### src/rtl/fifo_drain_if.sv
// Handshake bundle for fifo_drain: FIFO read side, downstream valid/ready stream
// and skid-buffer occupancy.
interface fifo_drain_if #(
  parameter int DATA_WIDTH = 16
);
  logic                  fifo_empty;
  logic                  fifo_pop;
  logic [DATA_WIDTH-1:0] fifo_data;
  logic                  down_valid;
  logic                  down_ready;
  logic [DATA_WIDTH-1:0] down_data;
  logic [1:0]            level;

  modport master (
    input  fifo_empty, fifo_data, down_ready,
    output fifo_pop, down_valid, down_data, level
  );

  modport slave (
    output fifo_empty, fifo_data, down_ready,
    input  fifo_pop, down_valid, down_data, level
  );
endinterface

### src/rtl/fifo_drain.sv
// Read-side adapter: converts a 1-cycle-latency FIFO pop interface into a
// valid/ready stream via a 3-entry skid buffer; pops are issued from registers only.
module fifo_drain #(
  parameter int DATA_WIDTH = 16
) (
  input  logic           i_clk,
  input  logic           i_rst,
  fifo_drain_if.master   bus
);
  logic [DATA_WIDTH-1:0] r_buf [3];
  logic [1:0]            r_wr;
  logic [1:0]            r_rd;
  logic [1:0]            r_level;
  logic                  r_inflight;

  logic [2:0]            w_occ;
  logic                  w_pop;
  logic                  w_xfer;
  logic [1:0]            w_level_next;

  function automatic logic [1:0] f_inc(input logic [1:0] idx);
    return (idx == 2'd2) ? 2'd0 : idx + 2'd1;
  endfunction

  // Count the in-flight word so a pop can never overrun the buffer on capture.
  assign w_occ        = {1'b0, r_level} + {2'b00, r_inflight};
  assign w_pop        = ~bus.fifo_empty & (w_occ < 3'd3);
  assign w_xfer       = (r_level != 2'd0) & bus.down_ready;
  assign w_level_next = r_level + {1'b0, r_inflight} - {1'b0, w_xfer};

  always_ff @(posedge i_clk) begin
    if (i_rst) begin
      r_wr       <= 2'd0;
      r_rd       <= 2'd0;
      r_level    <= 2'd0;
      r_inflight <= 1'b0;
    end else begin
      r_inflight <= w_pop;
      if (r_inflight) r_wr <= f_inc(r_wr);
      if (w_xfer)     r_rd <= f_inc(r_rd);
      r_level    <= w_level_next;
    end
  end

  // Storage carries no reset; contents are meaningless while level is 0.
  always_ff @(posedge i_clk) begin
    if (r_inflight) r_buf[r_wr] <= bus.fifo_data;
  end

  assign bus.fifo_pop   = w_pop;
  assign bus.down_valid = (r_level != 2'd0);
  assign bus.down_data  = r_buf[r_rd];
  assign bus.level      = r_level;

  a_occ_bound: assert property (@(posedge i_clk) disable iff (i_rst)
    w_occ <= 3'd3);
  a_pop_not_empty: assert property (@(posedge i_clk) disable iff (i_rst)
    bus.fifo_pop |-> ~bus.fifo_empty);
  a_stall_stable: assert property (@(posedge i_clk) disable iff (i_rst)
    (bus.down_valid & ~bus.down_ready) |=> (bus.down_valid & $stable(bus.down_data)));
endmodule

### src/flat_wrapper.sv
// flat-port wrapper written by rule: the top's interface ports become plain ports
module fifo_drain_flat 
#(
  parameter int DATA_WIDTH = 16
)
  (i_clk, i_rst, bus_fifo_empty, bus_fifo_data, bus_down_ready, bus_fifo_pop, bus_down_valid, bus_down_data, bus_level);
  fifo_drain_if #(.DATA_WIDTH(DATA_WIDTH)) bus_i ();
  input  logic i_clk;
  input  logic i_rst;
  input wire logic [$bits(bus_i.fifo_empty)-1:0] bus_fifo_empty;
  input wire logic [$bits(bus_i.fifo_data)-1:0] bus_fifo_data;
  input wire logic [$bits(bus_i.down_ready)-1:0] bus_down_ready;
  output wire logic [$bits(bus_i.fifo_pop)-1:0] bus_fifo_pop;
  output wire logic [$bits(bus_i.down_valid)-1:0] bus_down_valid;
  output wire logic [$bits(bus_i.down_data)-1:0] bus_down_data;
  output wire logic [$bits(bus_i.level)-1:0] bus_level;
  assign bus_i.fifo_empty = bus_fifo_empty;
  assign bus_i.fifo_data = bus_fifo_data;
  assign bus_i.down_ready = bus_down_ready;
  assign bus_fifo_pop = bus_i.fifo_pop;
  assign bus_down_valid = bus_i.down_valid;
  assign bus_down_data = bus_i.down_data;
  assign bus_level = bus_i.level;
  fifo_drain #(.DATA_WIDTH(DATA_WIDTH)) u_core (.i_clk(i_clk), .i_rst(i_rst), .bus(bus_i));
endmodule
### config.mk
export PLATFORM = sky130hd
export DESIGN_NAME = fifo_drain_flat
export DESIGN_NICKNAME = d
export VERILOG_FILES = /design/src/rtl/fifo_drain_if.sv /design/src/rtl/fifo_drain.sv /design/src/flat_wrapper.sv
export SDC_FILE = /design/constraint.sdc
export NUM_CORES = 1
export LEC_CHECK = 0
export BUFFER_PORTS_ARGS = -buffer_cell sky130_fd_sc_hd__buf_2
export CAP_MARGIN = 25
export CORE_MARGIN = 2
export CORE_UTILIZATION = 40
export DETAILED_ROUTE_END_ITERATION = 8
export SYNTH_ARGS = -nofsm -noshare
export SYNTH_HDL_FRONTEND = slang
export SYNTH_SLANG_ARGS = --single-unit
### constraint.sdc
create_clock -name i_clk -period 3.05 [get_ports i_clk]
set_input_delay 0.4575 -clock i_clk [delete_from_list [all_inputs] [get_ports i_clk]]
set_output_delay 0.4575 -clock i_clk [all_outputs]
set_load 0.02 [all_outputs]
Yosys cells after proc, flatten, opt, wreduce, memory -nomap -nowiden

Memory sizes are Yosys's and may differ from the RTL's. A register that Yosys moved wholly into a read port is not among the register bits.
Index checks and enable logic that the tools add are counted.

Register bits: 7
Memory bits (writable): 48
Output and inout port bits: 20
Logic and storage cells: 23
Memories kept: 1

Add/subtract/negate cells: 5
Order comparisons: 1
Equality and inequality tests: 2
Muxes and demuxes: 6
Bitwise gates (word level): 3
Reductions and logical operators: 1

Memories:

| memory       | depth | width | rd ports | clocked after memory_dff | write ports | RTL line         | source |
|---|---|---|---|---|---|---|---|
| u_core.r_buf | 3     | 16    | 1        | 1                        | 1           | fifo_drain.sv:10 | `logic [DATA_WIDTH-1:0] r_buf [3];` |

Operators with widths:

| cell                                                        | count |
|---|---|
| 2-to-1 mux 2 bit                                            | 4 |
| adder 2 x 1 -> 2 bit (second input constant)                | 2 |
| equality test 2 bit (second input constant)                 | 2 |
| adder 2 x 1 -> 3 bit                                        | 1 |
| less-than comparator 3 x 2 -> 1 bit (second input constant) | 1 |
| adder 2 x 1 -> 2 bit                                        | 1 |
| AND 1 bit                                                   | 2 |
| 2-to-1 mux 1 bit                                            | 2 |
| nonzero test 2 bit                                          | 1 |
| subtractor 2 x 1 -> 2 bit                                   | 1 |
| NOT 1 bit                                                   | 1 |

Depth between registers and ports, before layout

Depth in word-level cells: 4
Gate-level depth with buffers: 5
Gate-level depth less buffers: 5

Worst setup path before layout

Ideal clock, no wire load.

Path type: flip-flop to flip-flop
From: register u_core.r_inflight
To: memory u_core.r_buf[0][0], enable pin
Library setup time: 0.415 ns
Arrival: 1.719 ns
Required time: 2.635 ns
Setup slack: 0.916 ns
Stages on the path, launching flop included: 2
Path buffers: 0
Clock period less this slack: 2.134 ns
Cell sequence: dfxtp_1 nor3b_1

Cells in the longest elaborated chain, start to end: 2

Ends and longest elaborated chain:

| element                                | RTL line         | source |
|---|---|---|
| start, declared                        | fifo_drain.sv:14 | `logic r_inflight;` |
| start signal, assigned                 | fifo_drain.sv:38 | `r_inflight <= w_pop;` |
| 2-to-1 mux 1 bit                       | fifo_drain.sv:47 | `if (r_inflight) r_buf[r_wr] <= bus.fifo_data;` |
| 2-to-1 mux 1 bit (implied by the code) | fifo_drain.sv:47 |  |
| end, declared                          | fifo_drain.sv:10 |  |

Every way passes these cells.

==> flow_summary.yaml <==
run_status:
  outcome: "finished clean"
synthesis:
  post-synth-top-area-fraction_pct: 66.6
  synth_most_common_cell: "edfxtp_1"
  synth_seq_cells: 57
  synth_common_cells: "edfxtp_1, nand2_1, mux2i_1, o21ai_0, dfxtp_1"
  ys.flop_type: "edfxtp_1"
  ys_seq_area_share_pct: 74.9
  netlist_area_um2: 2160
  synth_edf_count: 48
  syn_area_per_cell_um2: 15.0
  yosysWarnings: 0
  yosysTopAreaCell: "edfxtp_1"
  async_reset_ff_share_pct: 0
  ys_top_cells_by_area: "edfxtp_1, dfxtp_1, mux2i_1, o21ai_0, nand2_1"
  syn_nets: 167
  ys_types: 20
  syn_inst: 144
route:
  firstDrtPassIters: 4
  drtIter0Drc: 94
  ant_nets: 0
  viasPerCell: 4.78
  routed_wl_um: 3590
  num_vias: 1266
  wl_per_cell_um: 13.6
  post-route-drc-count: 0
sta:
  max_freq_mhz: 458
  fin_crit_sh_pct: 71.7
  final.min_clock_period_ns: 2.19
  setup_slack_ns: 0.865
  maxSlewViolCount: 0
  fin_skew_ns: 0.00636
  finalSetupViolCount: 0
  fin_setup_tns_ns: 0
  rsz0062_at_grt: "no"
  worst_pin_slew_ns: 0.942
  max_slew_margin_pct: 37.1
  hold_viol_final: 0
critical_path:
  start_kind: "flip-flop"
  worst-path-max-fanout: 32
  crit_required_ns: 2.59
  crit_slowest_cell: "dfxtp_1"
  cpPeakStageDelay_ns: 0.94
  crit_path_cell_trace: "o21ai_0 -> buf_2"
  crit_arrival_ns: 1.73
  path_class: "flip-flop to output pin"
  end_kind: "output pin"
place:
  port_buffers: 39
  place_congestion: 0.700
  hpwl_um: 2360
  dp_cells: 249
  placed_area_um2: 2440
  dp_slack_ns: 1.16
clocking:
  postCtsHoldBufs: 0
  root_buffer: "clkbuf_8"
  clockBufferDepth: 2
  cts_setup_buffers: 0
  clk_latency_ns: 0.32
  h-tree-depth: 3
  cts_sinks: 57
  cts_tree: "built"
  clk_transition_reported_paths_ns: 0.06
  post_cts_resized: 0
  numCtsBuffers: 9
floorplanning:
  dieArea_um2: 6020
  die_w_um: 77.6
  io_pins: 40
  rows: 26
  coreArea_um2: 5170
  die-height_um: 77.6
  start_util_pct: 41.8
cells_and_area:
  fin_cells: 265
  final_nets: 213
  fin_area_um2: 2600
  diodes: 0
  num-fill-cells: 459
  syn2layout_area_growth_pct: 20.1
  drive_gt1_share_pct: 29.7
global_routing:
  antenna_found_initial: 0
  grt_max_degree: 33
  grt_pass1_vias: 1285
  grt_usage_pct: 13.5
  overflow: 0
  grt_pass1_wl_um: 6060
power:
  power_leakage_nw: 0.916
  vdd_drop_max_mv: 0.266
  power.density_nw_per_um2: 598
flow_run:
  maxCapViolations: 0
min_path:
  hold_class: "primary input to flip-flop"
power breakdown:
part / total [mW] / internal (mW) / switching (mW)
Combinational: 0.106 / 0.0413 / 0.0647
Sequential: 0.878 / 0.867 / 0.0114
Clock: 0.570 / 0.316 / 0.254
Total: 1.55 / 1.22 / 0.330
metal layers:
metal	vias up	GRT usage [%]	part of all wire, %
met5	-	0	0
met4	0	6.43	1.5
met3	6	4.53	5.5
met2	32	22.3	51
met1	607	15.8	42
li1	621	-	-
cell families (layout without fill, tap and decap cells):
group / Yosys count / after routing / share of synthesized area, %
mux: 19 / 19 / 8.90
simple gates: 33 / 33 / 6.71
buf+inv: 8 / 59 / 1.91
fa+ha+maj: 3 / 3 / 1.73
flops: 57 / 57 / 74.9
compound gates: 24 / 24 / 5.84
stage by stage:
step           hold slack, ns  power [mW]  util, %
5_1_grt                 0.327        1.62     50.2
4_1_cts                 0.328        1.57     50.2
3_5_place_dp            0.487        1.00     47.1
6_report                0.340        1.55     50.2
3_3_place_gp            0.470       0.999     47.1
2_1_floorplan           0.462       0.956        -
worst paths after layout:
check                     from                   to  slack [ns]  cells after the start
max                  flip-flop     bus_down_data[4]        0.86                      2
min          bus_fifo_data[14]  u_core.r_buf[1][14]        0.34                      1
max reg2reg  u_core.r_inflight   u_core.r_buf[1][2]        1.43                      2
min reg2reg     u_core.r_rd[0]       u_core.r_rd[0]        0.50                      2
cell type report:
| class | instances | area (um2) | share of cell area, % |
|---|---|---|---|
| Sequential cell | 57 | 1620 | 62.4 |
| Timing Repair Buffer | 41 | 210 | 8.09 |
| Multi-Input combinational cell | 79 | 512 | 19.7 |
| Tap cell | 70 | 87.6 | 3.37 |
| Clock buffer | 15 | 156 | 6.02 |
| Clock inverter | 1 | 3.75 | 0.144 |
| Inverter | 2 | 7.51 | 0.289 |
sequential cells by signal (all words and copies together), names as in the netlist, named ones only:
register	cells
u_core.r_buf	48
u_core.bus.level	2
u_core.r_rd	2
u_core.r_wr	2
u_core.r_inflight	1
critical path, delay by kind of cell, from the launching register on:
family | cells | cell delay (ns)
DFF | 1 | 0.94
AOI/OAI and AO/OA | 1 | 0.26
buffers and inverters | 1 | 0.22
layout by cell type, fill, tap and decap left out, types with 5 or more instances in the layout:
cell and instances:
clkbuf_8 10, edfxtp_1 48, nand2_1 21, dfxtp_1 9, o21ai_0 17, mux2i_1 17
a21oi_1 5, clkbuf_1 5, buf_2 39
(Power assumes the default switching activity.)
